--- config.mk ---
export PLATFORM = sky130hd
export DESIGN_NAME = rr_pri_arbiter
export DESIGN_NICKNAME = d
export VERILOG_FILES = /design/src/rtl/rr_pri_arbiter.sv
export SDC_FILE = /design/constraint.sdc
export NUM_CORES = 1
export LEC_CHECK = 0
export CELL_PAD_IN_SITES_DETAIL_PLACEMENT = 1
export CELL_PAD_IN_SITES_GLOBAL_PLACEMENT = 2
export CORE_MARGIN = 10
export CORE_UTILIZATION = 25
export CTS_CLUSTER_DIAMETER = 30
export CTS_CLUSTER_SIZE = 30
export DETAILED_ROUTE_END_ITERATION = 12
export PLACE_DENSITY = 0.72
export SETUP_SLACK_MARGIN = 0.2
export SLEW_MARGIN = 20
export SYNTH_ARGS = -nofsm -noshare
export SYNTH_HDL_FRONTEND = slang
export SYNTH_SLANG_ARGS = --single-unit
--- constraint.sdc ---
create_clock -name clk -period 2.7 [get_ports clk]
set_input_delay 0.27 -clock clk [delete_from_list [all_inputs] [get_ports clk]]
set_output_delay 0.27 -clock clk [all_outputs]
set_load 0.005 [all_outputs]
--- src/rtl/rr_pri_arbiter.sv ---
// -----------------------------------------------------------------------------
// rr_pri_arbiter
//
// Round-robin arbiter that shares one downstream resource between N
// requesters. The winner is picked by a rotating-priority encoder: requests
// above the last owner (ptr) are considered first, lowest index wins, and if
// none exist the search wraps to plain lowest-index priority. A grant is held
// while its owner keeps requesting, but a hold counter forces a handover after
// MAX_HOLD consecutive cycles so no requester can starve the others.
//
// Ports
//   clk        in   1      clock, all state updates on posedge
//   rst_n      in   1      asynchronous active-low reset
//   req        in   N      level requests, held until served
//   gnt        out  N      registered one-hot grant, all zero when idle
//   gnt_idx    out  N_LOG  index of current owner, 0 when idle
//   gnt_valid  out  1      high while any grant is asserted
//   timeout    out  1      one-cycle pulse when an owner is forced off
//
// Parameters
//   N         number of requesters (2..64)
//   N_LOG     width of gnt_idx, ceil(log2(N))
//   MAX_HOLD  max consecutive grant cycles per tenure (1..255), 0 = unlimited
// -----------------------------------------------------------------------------
module rr_pri_arbiter #(
    parameter int N        = 8,
    parameter int N_LOG    = 3,
    parameter int MAX_HOLD = 16
) (
    input  logic             clk,
    input  logic             rst_n,
    input  logic [N-1:0]     req,
    output logic [N-1:0]     gnt,
    output logic [N_LOG-1:0] gnt_idx,
    output logic             gnt_valid,
    output logic             timeout
);

    typedef enum logic [0:0] {
        ST_IDLE = 1'b0,
        ST_OWN  = 1'b1
    } state_t;

    localparam logic [7:0]       HOLD_LIMIT = 8'(MAX_HOLD);
    localparam logic [N_LOG-1:0] PTR_RESET  = N_LOG'(N - 1);

    // One-hot decode of an index.
    function automatic logic [N-1:0] onehot_f(input logic [N_LOG-1:0] idx);
        logic [N-1:0] v;
        v      = '0;
        v[idx] = 1'b1;
        return v;
    endfunction

    // Thermometer mask selecting indices strictly above p. With p = N-1 the
    // mask is empty, which makes the search wrap to index 0.
    function automatic logic [N-1:0] above_mask_f(input logic [N_LOG-1:0] p);
        logic [N-1:0] m;
        m = '0;
        for (int i = 0; i < N; i++) begin
            m[i] = (i > int'(p)) ? 1'b1 : 1'b0;
        end
        return m;
    endfunction

    // Index of the lowest set bit (0 when v is all zero).
    function automatic logic [N_LOG-1:0] lowest_f(input logic [N-1:0] v);
        logic [N_LOG-1:0] idx;
        idx = '0;
        for (int i = N - 1; i >= 0; i--) begin
            idx = v[i] ? N_LOG'(i) : idx;
        end
        return idx;
    endfunction

    // Rotating-priority winner: lowest request above p, else lowest overall.
    function automatic logic [N_LOG-1:0] win_f(input logic [N-1:0]     v,
                                               input logic [N_LOG-1:0] p);
        logic [N-1:0] masked;
        masked = v & above_mask_f(p);
        return (masked != '0) ? lowest_f(masked) : lowest_f(v);
    endfunction

    state_t           state_r;
    logic [N_LOG-1:0] ptr_r;
    logic [7:0]       hold_cnt_r;

    state_t           state_nx_s;
    logic [N_LOG-1:0] ptr_nx_s;
    logic [7:0]       hold_nx_s;
    logic             timeout_nx_s;

    logic [N-1:0]     owner_bit_s;
    logic             owner_req_s;
    logic [N-1:0]     others_s;
    logic             limit_hit_s;
    logic [7:0]       hold_inc_s;

    // Owner-relative views of the request vector and the hold limit.
    always_comb begin
        owner_bit_s = onehot_f(ptr_r);
        owner_req_s = |(req & owner_bit_s);
        others_s    = req & ~owner_bit_s;
        limit_hit_s = (MAX_HOLD != 0) && (hold_cnt_r >= HOLD_LIMIT);
        hold_inc_s  = (hold_cnt_r == 8'hFF) ? 8'hFF : (hold_cnt_r + 8'd1);
    end

    // Next-state decision: grant, hold, hand over or go idle.
    always_comb begin
        state_nx_s   = state_r;
        ptr_nx_s     = ptr_r;
        hold_nx_s    = hold_cnt_r;
        timeout_nx_s = 1'b0;
        case (state_r)
            ST_IDLE: begin
                if (req != '0) begin
                    state_nx_s = ST_OWN;
                    ptr_nx_s   = win_f(req, ptr_r);
                    hold_nx_s  = 8'd1;
                end else begin
                    state_nx_s = ST_IDLE;
                end
            end
            ST_OWN: begin
                if (owner_req_s && !limit_hit_s) begin
                    hold_nx_s = hold_inc_s;
                end else if (others_s != '0) begin
                    // Owner released or hit the limit: hand over directly,
                    // excluding the old owner, with no idle bubble.
                    ptr_nx_s     = win_f(others_s, ptr_r);
                    hold_nx_s    = 8'd1;
                    timeout_nx_s = owner_req_s;
                end else if (owner_req_s) begin
                    // Limit hit but nobody else waiting: re-grant same owner.
                    hold_nx_s    = 8'd1;
                    timeout_nx_s = 1'b1;
                end else begin
                    state_nx_s = ST_IDLE;
                    hold_nx_s  = 8'd0;
                end
            end
            default: begin
                state_nx_s = ST_IDLE;
                ptr_nx_s   = PTR_RESET;
                hold_nx_s  = 8'd0;
            end
        endcase
    end

    // State, pointer, hold counter and registered grant outputs.
    always_ff @(posedge clk or negedge rst_n) begin
        if (!rst_n) begin
            state_r    <= ST_IDLE;
            ptr_r      <= PTR_RESET;
            hold_cnt_r <= 8'd0;
            gnt        <= '0;
            gnt_idx    <= '0;
            gnt_valid  <= 1'b0;
            timeout    <= 1'b0;
        end else begin
            state_r    <= state_nx_s;
            ptr_r      <= ptr_nx_s;
            hold_cnt_r <= hold_nx_s;
            timeout    <= timeout_nx_s;
            if (state_nx_s == ST_OWN) begin
                gnt       <= onehot_f(ptr_nx_s);
                gnt_idx   <= ptr_nx_s;
                gnt_valid <= 1'b1;
            end else begin
                gnt       <= '0;
                gnt_idx   <= '0;
                gnt_valid <= 1'b0;
            end
        end
    end

endmodule
==> summary.txt <==
Synth
  – Primary FF master, synth: dfrtp_1
  – Sequential area share after synthesis: 0.385
  – Netlist cell types: 49
  – Number of synthesized register bits: 24
  – Post-synth EDFFs: 0
  – Yosys warns: 0
  – Syn_nets: 188
  – Synthesized area: 1570 µm²
  – Avg Cell Area, Syn: between 8 and 9 µm²
  – Synth async-reset ratio: 1.00
  – Cells after synthesis: 176

Floorplanning
  – # rows: 28
  – Initial core utilization: 0.261
  – # IOs: 23
  – Die ar.: 9860 µm²
  – Chip width: 99.3 µm
  – Die height: 99.3 µm
  – Core footprint: 6030 µm²

Cells and area
  – Commonest non-fill, non-tap cell in the layout: buf_4
  – Ant diodes: 0
  – Most frequent cells in the layout: buf_4, clkdlybuf4s50_1, dfrtp_1
  – Share of post-route cells with drive strength above 1: 0.236
  – Area Overhead vs Synth: 38.1%
  – Nets: 233

GRT
  – Initial antenna violation count: 0
  – Vias in the first global route: 1563
  – Largest net degree at the start of global routing: 25
  – GRT overflow: 0
  – Overall routing resource usage: 0.0907
  – First-pass GRT wire length: slightly below 8000 µm

STA
  – Final Max Tran Viols: 0
  – Final setup margin: 191 ps
  – Final worst path period share: 0.929
  – Final Hold Fails: 0
  – Worst-margin pin slew: 473 ps
  – Fin crit period: 2510 ps
  – RSZ-0062 raised after global routing: yes
  – Slew margin rel.: 0.682
  – # setup viols final: 0
  – Clk_skew: approximately 3.7 ps
  – Fmax: 0.398 GHz
  – Hold WS: approximately 360 ps

Detailed routing
  – Vias: 1484
  – Wirelength per Cell: 15.0 µm
  – Number of remaining DRC errors: 0
  – Final WL: 4430 µm
  – Drt pass-1 iters: 4
  – ANT nets after route: 0
  – Drt via density: 5.03
  – Iter 0 DRT Violations: 52

Placed design
  – Routability cong.: 0.801
  – Place WS: -52.5 ps
  – # port buffers: 22
  – Final HPWL DP: 3500 µm

Clock tree
  – Longest Clk Path Bufs: 2
  – Hold buffer count at cts: 0
  – Num CTS Buffers: 3
  – # H-tree levels: 1
  – Root buf cell: clkbuf_8
  – TritonCTS Sinks: 24
  – Skew-Pair Late Insertion Delay: between 200 and 300 ps
  – Clock transition at path regs: 80 ps
  – TritonCTS clock tree: yes

Pwr
  – Combinational fraction of design power: 0.622
  – Leak Pwr: between 0.9 and 1 nW
  – Power density over cell area: between 1000 and 1500 nW/µm²
  – Worst VDD drop: 0.504 mV
  – Switch share: 0.403
  – Internal cell power: between 0.001 and 0.0015 W
  – Net Sw Power: 0.000976 W
  – Sequential power share: 0.250
  – Clock power share: 0.128

Critical path
  – Startpoint Class: register
  – Type of destination of the critical path: register
  – Arrival @ worst endpoint: roughly 2700 ps
  – Setup CP Type: reg2reg
  – Critical path's slowest cell: dfstp_2
  – Crit-path cells: buf_4, mux2i_1, o32ai_2, a221o_1, a211oi_4, nor2_1, a221o_2, inv_2, nor3_1
  – CP Max Fanout: 6
  – CP max stage delay: 620 ps
  – CP required: 2840 ps

Flow run
  – Max-cap violations: 0

Run status
  – Outcome: finished clean

Hold path
  – Hold Crit Class: in2async
-- synthesized netlist by cell type (2+ instances only) --
master / instances / area, µm²
a211o_1: 2 / 17.5
a211oi_1: 3 / 22.5
a21boi_0: 2 / 15.0
a21o_1: 3 / 22.5
a21oi_1: 10 / 50.1
a221o_1: 2 / 20.0
a22o_1: 2 / 17.5
and3_1: 7 / 43.8
buf_2: 3 / 15.0
buf_4: 2 / 15.0
clkbuf_1: 2 / 7.51
dfrtp_1: 21 / 526
dfstp_2: 3 / 78.8
ha_1: 2 / 25.0
inv_1: 12 / 45.0
inv_2: 2 / 7.51
mux2i_1: 6 / 60.1
nand2_1: 9 / 33.8
nand2b_1: 3 / 18.8
nand3_1: 4 / 20.0
nor2_1: 19 / 71.3
nor2b_1: 4 / 25.0
nor3_1: 11 / 55.1
nor4_1: 3 / 18.8
nor4b_1: 3 / 26.3
o21ai_0: 8 / 40.0
o22ai_1: 2 / 12.5
o32a_1: 2 / 20.0
o32ai_1: 2 / 17.5
or2_2: 3 / 18.8
-- stage by stage --
step	util	instance area, µm²	TNS, ps	std cells	total power [W]
floorplan	-	1570	0	176	0.00149
global placement	0.332	2000	-2.78	287	0.00196
detailed placement	0.332	2000	-59.2	287	0.00197
CTS	0.353	2120	0	293	0.00238
global route	0.360	2170	0	295	0.00262
finish	0.360	2170	0	295	0.00242
-- kinds of logic (layout without fill, tap and decap cells) --
logic type               after synthesis  in the layout  share of synthesized area
adder cells (fa/ha/maj)                2              2                     0.0159
AND/OR/NAND/NOR                       71             71                      0.248
multiplexers                           6              6                     0.0382
buffers and inverters                 22             66                     0.0645
flip-flops                            24             24                      0.385
AO/OA/AOI/OAI                         51             51                      0.248
-- sequential cells by signal, indices dropped and copies added, names as in the netlist --
name	flops
gnt	8
gnt_idx	3
timeout	1
gnt_valid	1
ptr_r	3
hold_cnt_r	8
-- cell type report --
type | count | area [µm²]
Multi-Input combinational cell | 130 | 912
Sequential cell | 24 | 608
Clock inverter | 1 | 30.0
Inverter | 14 | 52.6
Timing Repair Buffer | 48 | 432
Tap cell | 75 | 93.8
Clock buffer | 3 | 41.3
Fill cell | 717 | 3860
-- worst max-delay path, delay by kind of cell, from the launching register on --
| family | cells | cell delay, ps |
|---|---|---|
| compound gates | 4 | 1170 |
| flops | 1 | 620 |
| buf+inv | 2 | 250 |
| mux | 1 | 210 |
| simple gates | 2 | 130 |
-- power groups by stage --
stage,Clock [W],Combinational (W),Sequential (W)
floorplan,0,0.000934,0.000553
global placement,0,0.00135,0.000613
detailed placement,0,0.00136,0.000612
CTS,0.000320,0.00146,0.000606
global route,0.000342,0.00166,0.000624
finish,0.000310,0.00151,0.000605
-- path summary, 6_finish.rpt --
check                           slack [ps]           from  cells after the start             to
worst max register to register         190       ptr_r[2]                      9         gnt[5]
worst min-delay path                   360          rst_n                      2  hold_cnt_r[3]
max in group asynchronous             2050          rst_n                      2       ptr_r[1]
worst min register to register         550  hold_cnt_r[6]                      1  hold_cnt_r[6]
worst max-delay path                   190       ptr_r[2]                      9         gnt[5]
min in group clk                       550  hold_cnt_r[6]                      1  hold_cnt_r[6]
-- routing by layer --
layer / vias to the layer above / share of wire / GRT usage
li1: 735 / - / -
met2: 15 / 0.47 / 0.145
met4: 0 / 0.015 / 0.0254
met3: 6 / 0.028 / 0.0221
met5: - / 0 / 0
met1: 728 / 0.49 / 0.118
-- repair_timing --
action / CTS / global route
gates resized for setup: 6 / 6
setup buffers: 2 / 2
pin swaps: 3 / 1
endpoints found under the setup margin: 9 / 11
(Power assumes the default switching activity.)
